File: config.mk
export PLATFORM = sky130hd
export DESIGN_NAME = spi_tx_shifter
export DESIGN_NICKNAME = d
export VERILOG_FILES = /design/src/rtl/spi_tx_pkg.sv /design/src/rtl/spi_tx_clkgen.sv /design/src/rtl/spi_tx_shifter.sv
export SDC_FILE = /design/constraint.sdc
export NUM_CORES = 1
export LEC_CHECK = 0
export ABC_CLOCK_PERIOD_IN_PS = 2380
export BUFFER_PORTS_ARGS = -buffer_cell sky130_fd_sc_hd__buf_2
export CAP_MARGIN = 20
export CELL_PAD_IN_SITES_DETAIL_PLACEMENT = 1
export CELL_PAD_IN_SITES_GLOBAL_PLACEMENT = 1
export CORE_ASPECT_RATIO = 1.1
export CORE_MARGIN = 4
export CORE_UTILIZATION = 45
export DETAILED_ROUTE_END_ITERATION = 12
export PLACE_DENSITY_LB_ADDON = 0.1
export SYNTH_ARGS = -nofsm -noshare
export SYNTH_HDL_FRONTEND = slang
export SYNTH_SLANG_ARGS = --single-unit
File: constraint.sdc
create_clock -name CLK -period 2.38 [get_ports CLK]
set_clock_uncertainty 0.15 [all_clocks]
set_input_delay 0.714 -clock CLK [delete_from_list [all_inputs] [get_ports CLK]]
set_output_delay 0.714 -clock CLK [all_outputs]
set_load 0.01 [all_outputs]
File: src/rtl/spi_tx_pkg.sv
// Shared definitions for the SPI master transmit engine.
// Latency: n/a (types and constants only).
// Backpressure: n/a.
//
// Contents: FSM state encoding and default word / divider widths.
package spi_tx_pkg;

    // Default word width (also the TX FIFO data width) and divider width.
    localparam int SPI_TX_DATA_W = 8;
    localparam int SPI_TX_DIV_W  = 8;

    // Transmit FSM. A word walks IDLE -> SETUP -> SHIFT -> GAP -> IDLE;
    // with back-to-back words enabled, SHIFT can loop onto itself.
    typedef enum logic [1:0] {
        ST_IDLE  = 2'd0,
        ST_SETUP = 2'd1,
        ST_SHIFT = 2'd2,
        ST_GAP   = 2'd3
    } spi_tx_state_t;

endpackage

File: src/rtl/spi_tx_clkgen.sv
// SCK phase timer: counts one SCK half-period and emits a tick on its last cycle.
// Latency: first tick div+1 cycles after start, then every div+1 cycles while running.
// Backpressure: none; start wins over stop, stop parks the counter until the next start.
//
// Ports:
//   CLK, RESETn  clock, asynchronous active-low reset
//   start        load the counter with div and begin running
//   stop         halt and clear the counter
//   div          half-period setting minus one (reloaded at every tick)
//   tick         high on the last cycle of each half-period
module spi_tx_clkgen #(
    parameter int DIV_W = 8
) (
    input  logic             CLK,
    input  logic             RESETn,
    input  logic             start,
    input  logic             stop,
    input  logic [DIV_W-1:0] div,
    output logic             tick
);

    logic [DIV_W-1:0] cnt_q;
    logic             run_q;

    always_ff @(posedge CLK or negedge RESETn) begin
        if (!RESETn) begin
            cnt_q <= '0;
            run_q <= 1'b0;
        end else if (start) begin
            cnt_q <= div;
            run_q <= 1'b1;
        end else if (stop) begin
            cnt_q <= '0;
            run_q <= 1'b0;
        end else if (run_q) begin
            // Reload at every phase edge so each phase is exactly div+1 cycles.
            cnt_q <= (cnt_q == '0) ? div : cnt_q - 1'b1;
        end
    end

    assign tick = run_q && (cnt_q == '0);

endmodule

File: src/rtl/spi_tx_shifter.sv
// SPI mode-0 master transmitter: pops one FIFO word and shifts it out MSB-first on SCK/MOSI/CS_n.
// Latency: pop cycle, then H setup cycles, 2*DATA_W*H shift cycles, H gap cycles (H = clk_div+1).
// Backpressure: pops only when en && !fifo_tx_empty in IDLE (or at the word boundary in burst mode).
//
// Ports:
//   CLK, RESETn       system clock, asynchronous active-low reset
//   en                transmit enable; dropping it lets the current word finish
//   clk_div           SCK half-period minus one, latched in the pop cycle
//   fifo_tx_empty     TX FIFO empty flag
//   fifo_tx_data_out  show-ahead FIFO head
//   fifo_tx_read      one-cycle pop strobe (combinational, same cycle as the capture)
//   SCK, MOSI, CS_n   SPI bus, SCK idles low, CS_n active low
//   busy              high from the pop cycle until the FSM is back in IDLE
//   done              one-cycle pulse per completed word
//
// Build option: define SPI_TX_BURST_EN to chain queued words inside one CS_n window
// (the next word is popped in the last cycle of the final low phase, SCK stays periodic).
module spi_tx_shifter
    import spi_tx_pkg::*;
#(
    parameter int DATA_W = SPI_TX_DATA_W,
    parameter int DIV_W  = SPI_TX_DIV_W
) (
    input  logic              CLK,
    input  logic              RESETn,
    input  logic              en,
    input  logic [DIV_W-1:0]  clk_div,
    input  logic              fifo_tx_empty,
    input  logic [DATA_W-1:0] fifo_tx_data_out,
    output logic              fifo_tx_read,
    output logic              SCK,
    output logic              MOSI,
    output logic              CS_n,
    output logic              busy,
    output logic              done
);

    localparam int              CNT_W = $clog2(DATA_W) + 1;
    localparam logic [CNT_W-1:0] BITS  = CNT_W'(DATA_W);

    spi_tx_state_t     state_q;
    logic [DATA_W-1:0] shreg_q;
    logic [DATA_W-1:0] shreg_shl;
    logic [CNT_W-1:0]  bit_cnt_q;     // bits whose high phase is still to come
    logic [DIV_W-1:0]  div_q;
    logic              sck_q;
    logic              mosi_q;
    logic              cs_n_q;
    logic              done_q;

    logic              tick;
    logic              can_pop;
    logic              idle_pop;
    logic              burst_pop;
    logic [DIV_W-1:0]  gen_div;
    logic              gen_stop;

    // RESETn gates the strobe so nothing is popped while reset is held.
    assign can_pop  = RESETn && en && !fifo_tx_empty;
    assign idle_pop = can_pop && (state_q == ST_IDLE);

`ifdef SPI_TX_BURST_EN
    // Last cycle of the final low phase of the current word.
    assign burst_pop = can_pop && (state_q == ST_SHIFT) && !sck_q
                       && (bit_cnt_q == '0) && tick;
`else
    assign burst_pop = 1'b0;
`endif

    assign fifo_tx_read = idle_pop || burst_pop;

    // The divider is latched in the pop cycle; the phase timer must already
    // use the new value then, hence the bypass around div_q.
    assign gen_div  = fifo_tx_read ? clk_div : div_q;
    assign gen_stop = (state_q == ST_GAP) && tick;

    spi_tx_clkgen #(
        .DIV_W (DIV_W)
    ) u_clkgen (
        .CLK    (CLK),
        .RESETn (RESETn),
        .start  (fifo_tx_read),
        .stop   (gen_stop),
        .div    (gen_div),
        .tick   (tick)
    );

    assign shreg_shl = shreg_q << 1;

    always_ff @(posedge CLK or negedge RESETn) begin
        if (!RESETn) begin
            state_q   <= ST_IDLE;
            shreg_q   <= '0;
            bit_cnt_q <= '0;
            div_q     <= '0;
            sck_q     <= 1'b0;
            mosi_q    <= 1'b0;
            cs_n_q    <= 1'b1;
            done_q    <= 1'b0;
        end else begin
            done_q <= 1'b0;
            case (state_q)
                ST_IDLE: begin
                    if (idle_pop) begin
                        state_q   <= ST_SETUP;
                        shreg_q   <= fifo_tx_data_out;
                        div_q     <= clk_div;
                        bit_cnt_q <= BITS;
                        cs_n_q    <= 1'b0;
                        mosi_q    <= fifo_tx_data_out[DATA_W-1];
                        sck_q     <= 1'b0;
                    end
                end

                ST_SETUP: begin
                    if (tick) begin
                        state_q <= ST_SHIFT;
                        sck_q   <= 1'b1;
                    end
                end

                ST_SHIFT: begin
                    if (tick) begin
                        if (sck_q) begin
                            // Falling edge: present the next bit, but hold the
                            // last bit through the final low phase.
                            sck_q     <= 1'b0;
                            bit_cnt_q <= bit_cnt_q - 1'b1;
                            if (bit_cnt_q != CNT_W'(1)) begin
                                shreg_q <= shreg_shl;
                                mosi_q  <= shreg_shl[DATA_W-1];
                            end
                        end else if (bit_cnt_q != '0) begin
                            sck_q <= 1'b1;
                        end else if (burst_pop) begin
                            // Chain the next word straight into its first high phase.
                            shreg_q   <= fifo_tx_data_out;
                            div_q     <= clk_div;
                            bit_cnt_q <= BITS;
                            mosi_q    <= fifo_tx_data_out[DATA_W-1];
                            sck_q     <= 1'b1;
                        end else begin
                            state_q <= ST_GAP;
                            cs_n_q  <= 1'b1;
                            mosi_q  <= 1'b0;
                            done_q  <= 1'b1;
                        end
                    end
                end

                ST_GAP: begin
                    if (tick) begin
                        state_q <= ST_IDLE;
                    end
                end

                default: state_q <= ST_IDLE;
            endcase
        end
    end

    assign SCK  = sck_q;
    assign MOSI = mosi_q;
    assign CS_n = cs_n_q;
    assign busy = (state_q != ST_IDLE) || fifo_tx_read;
    // In burst mode a chained word completes in its successor's pop cycle.
    assign done = done_q || burst_pop;

endmodule

==> results.md <==
- WP data arrival: between 1 and 1.5 ns
- Antenna violations before repair: 0
- First-pass GRT wire length: 9930 µm
- Vias in the first global route: 2040
- Mapped Nets: between 200 and 250
- GPL Wtd Cong: between 0.8 and 0.9
- Bufs on Longest Clock Path: 2
- Design area: 0.00253 mm²
- ANT cells: 0
- FP Rows: 25
- Max Slew Vio Count: 0
- Total die area: between 0.005 and 0.006 mm²
- Post-DRT Antenna Nets: 0
- Tmin final: 2.30 ns
- Initial cell density of the core: 0.473
- Layout area overhead: 23.0%
- Fmax: 435 MHz
- Relative slew slack: 0.716
- Period utilisation layout: 0.965
- DR WL/cell: 19.3 µm
- Seq pwr share: 0.448
- Crit start category: flop
- Global-route usage over all layers: 0.226
- Share of post-route cells with drive strength above 1: 0.302
- Clock power share: 0.526
- Synth Flop Type: dfrtp_1
- WS Path Type: reg2out
- H-tree Lvls: 2
- Sw Share: 0.194
- Io pins: 26
- Ys Warns: 0
- Synth async-reset ratio: 1.00
- Metal2 WL: 3170 µm
- Yosys top cell area share: 0.401
- Final cell count without fillers: 309
- Port bufs: 25
- Die Y-Extent: 78.9 µm
- Worst skew pair latency: ~0.29 ns
- Met3 wire length: 175 µm
- Post-synthesis register bit count: 34
- Setup Viol. Count Final: 0
- Hpwl dp: 4320 µm
- Hold Vio Cnt, Final: 0
- Pleak: roughly 1.2 nW
- CP required: 1.52 ns
- Crit. End Element: primary output
- Cell Area, Placed: 0.00235 mm²
- Total gr overflow: 0
- Inserted Clock Buffers: 5
- CTS root buf: clkbuf_8
- Least-Margin Pin Slew: roughly 0.43 ns
- Cell count after synthesis: between 200 and 250
- Post-Syn Area: 0.00206 mm²
- Fin nets: roughly 280
- Hold_ws: around 0.25 ns
- Via count: roughly 1.8k
- Clock transition at path regs: ~0.070 ns
- Drt first pass iters: 4
- Yosys cell types: 55
- Placed Instances: between 200 and 300
- DR DRC count: 0
- Most common cell after layout, fill and taps aside: dfrtp_1
- Area contributors post-synth: dfrtp_1 40%, ha_1 6.1%, o21ai_0 3.6%
- Core footprint: between 0.004 and 0.005 mm²
- Max rail drop VDD: 0.376 mV
- Pwr/cell area: 509 mW/mm²
- Comb power frac: 0.026
- CTS Sinks: 34
- Sequential-to-total area share from yosys stat: 0.414
- Worst hold-check path type: in2async
- DRT Wirelength: slightly below 6000 µm
- Max Used Layer: met4
- Fill count: 500
- Int Pwr: 1.04 mW
- TritonCTS clock tree: yes
- Post-Syn Area per Cell: 9.85 µm²
- Pin count of the biggest net entering global routing: 21
- Commonest non-fill, non-tap cells in the layout: 33 x dfrtp_1, 24 x buf_2, 20 x buf_4, 16 x nand2_1, 15 x o21ai_0
- Status: finished clean
- Max cap viols: 0
- Vias per inst: around 5.9
- Crit Path Max Fanout: 4
- EDFF count, synth: 0
- Initial DRC Count: 80
- Horiz. Die Dim: approximately 72 µm
- Largest area contributor in the netlist: dfrtp_1
- WL met1: 2470 µm
- Net Sw Power: 0.250 mW
==> power by group through the flow <==
stage	registers [mW]	clock network, mW	logic (mW)
2_1_floorplan	0.589	0	0.00135
3_3_place_gp	0.589	0	0.0321
3_5_place_dp	0.589	0	0.0340
4_1_cts	0.577	0.686	0.0342
5_1_grt	0.577	0.717	0.0381
6_report	0.577	0.677	0.0333
==> synth_stat cells (2+ instances only) <==
library cell and count:
nand4_1 2, or3b_2 2, xor2_1 3, mux2i_1 3, nand4b_1 2, dfrtp_1 33
clkbuf_1 3, nor2_1 14, o32ai_1 2, nor3b_1 3, nand2_1 16, nor3_1 12
and4b_1 5, ha_1 10, nor3_2 6, buf_2 3, o21a_1 3, mux2_2 6
o2111ai_1 2, o21ai_0 15, and3_1 2, or3_1 2, a22oi_1 4, inv_1 13
o22ai_1 9, o31ai_1 3, a21oi_1 3
==> per-stage QoR <==
stage          setup WS, ns  TNS [ns]  total power, mW   util
6_report             0.0832         0             1.29  0.582
5_1_grt             -0.0378   -0.0378             1.33  0.582
3_3_place_gp          0.178         0            0.621  0.541
4_1_cts              0.0305         0             1.30  0.574
2_1_floorplan        0.0624         0            0.590      -
3_5_place_dp          0.129         0            0.623  0.541
==> critical path, stage by stage (launching register included) <==
cell and delay [ns]:
dfrtp_1 0.43, inv_2 0.10, ha_2 0.18, nand4b_1 0.17, inv_2 0.14, buf_6 0.12
==> timing repair <==
item,CTS,global route
endpoints found under the setup margin,0,15
buffers inserted,0,2
hold buffers,0,0
gates resized for setup,0,8
==> per-layer routing <==
metal	vias up	global-route usage
li1	866	-
met1	920	0.255
met2	32	0.402
met3	14	0.0532
met4	0	0.0941
met5	-	0
==> worst paths after layout <==
check,startpoint,endpoint,slack [ns],cells past startpoint
worst min-delay path,RESETn,done,0.25,2
worst max register to register,u_clkgen.cnt_q[0],bit_cnt_q[3],0.11,6
worst max-delay path,state_q[1],fifo_tx_read,0.08,5
max in group asynchronous,RESETn,u_clkgen.cnt_q[1],1.57,2
worst min register to register,div_q[5],div_q[5],0.33,2
min in group CLK,div_q[5],div_q[5],0.33,2
==> cell type report <==
| cell class | instances | area, µm² | area share |
|---|---|---|---|
| Sequential cell | 34 | 852 | 0.337 |
| Clock buffer | 6 | 82.6 | 0.0326 |
| Multi-Input combinational cell | 153 | 1120 | 0.444 |
| Tap cell | 54 | 67.6 | 0.0267 |
| Timing Repair Buffer | 46 | 293 | 0.116 |
| Clock inverter | 2 | 60.1 | 0.0237 |
| Inverter | 14 | 52.6 | 0.0208 |
==> registers in the layout (all words and copies together), names as in the netlist <==
register,cells
CS_n,1
shreg_q,7
div_q,8
MOSI,1
u_clkgen.cnt_q,8
u_clkgen.run_q,1
SCK,1
state_q,2
done,1
bit_cnt_q,4
==> cell families (layout without fill, tap and decap cells) <==
family	Yosys count	after routing	synth area share
AOI/OAI and AO/OA	53	53	0.184
muxes	9	9	0.0474
DFF	34	34	0.414
adders and majority gates	10	10	0.0608
xor gates and xnor gates	3	3	0.0128
buffers and inverters	22	68	0.0456
and+or+nand+nor	78	78	0.235
(Power assumes the default switching activity.)
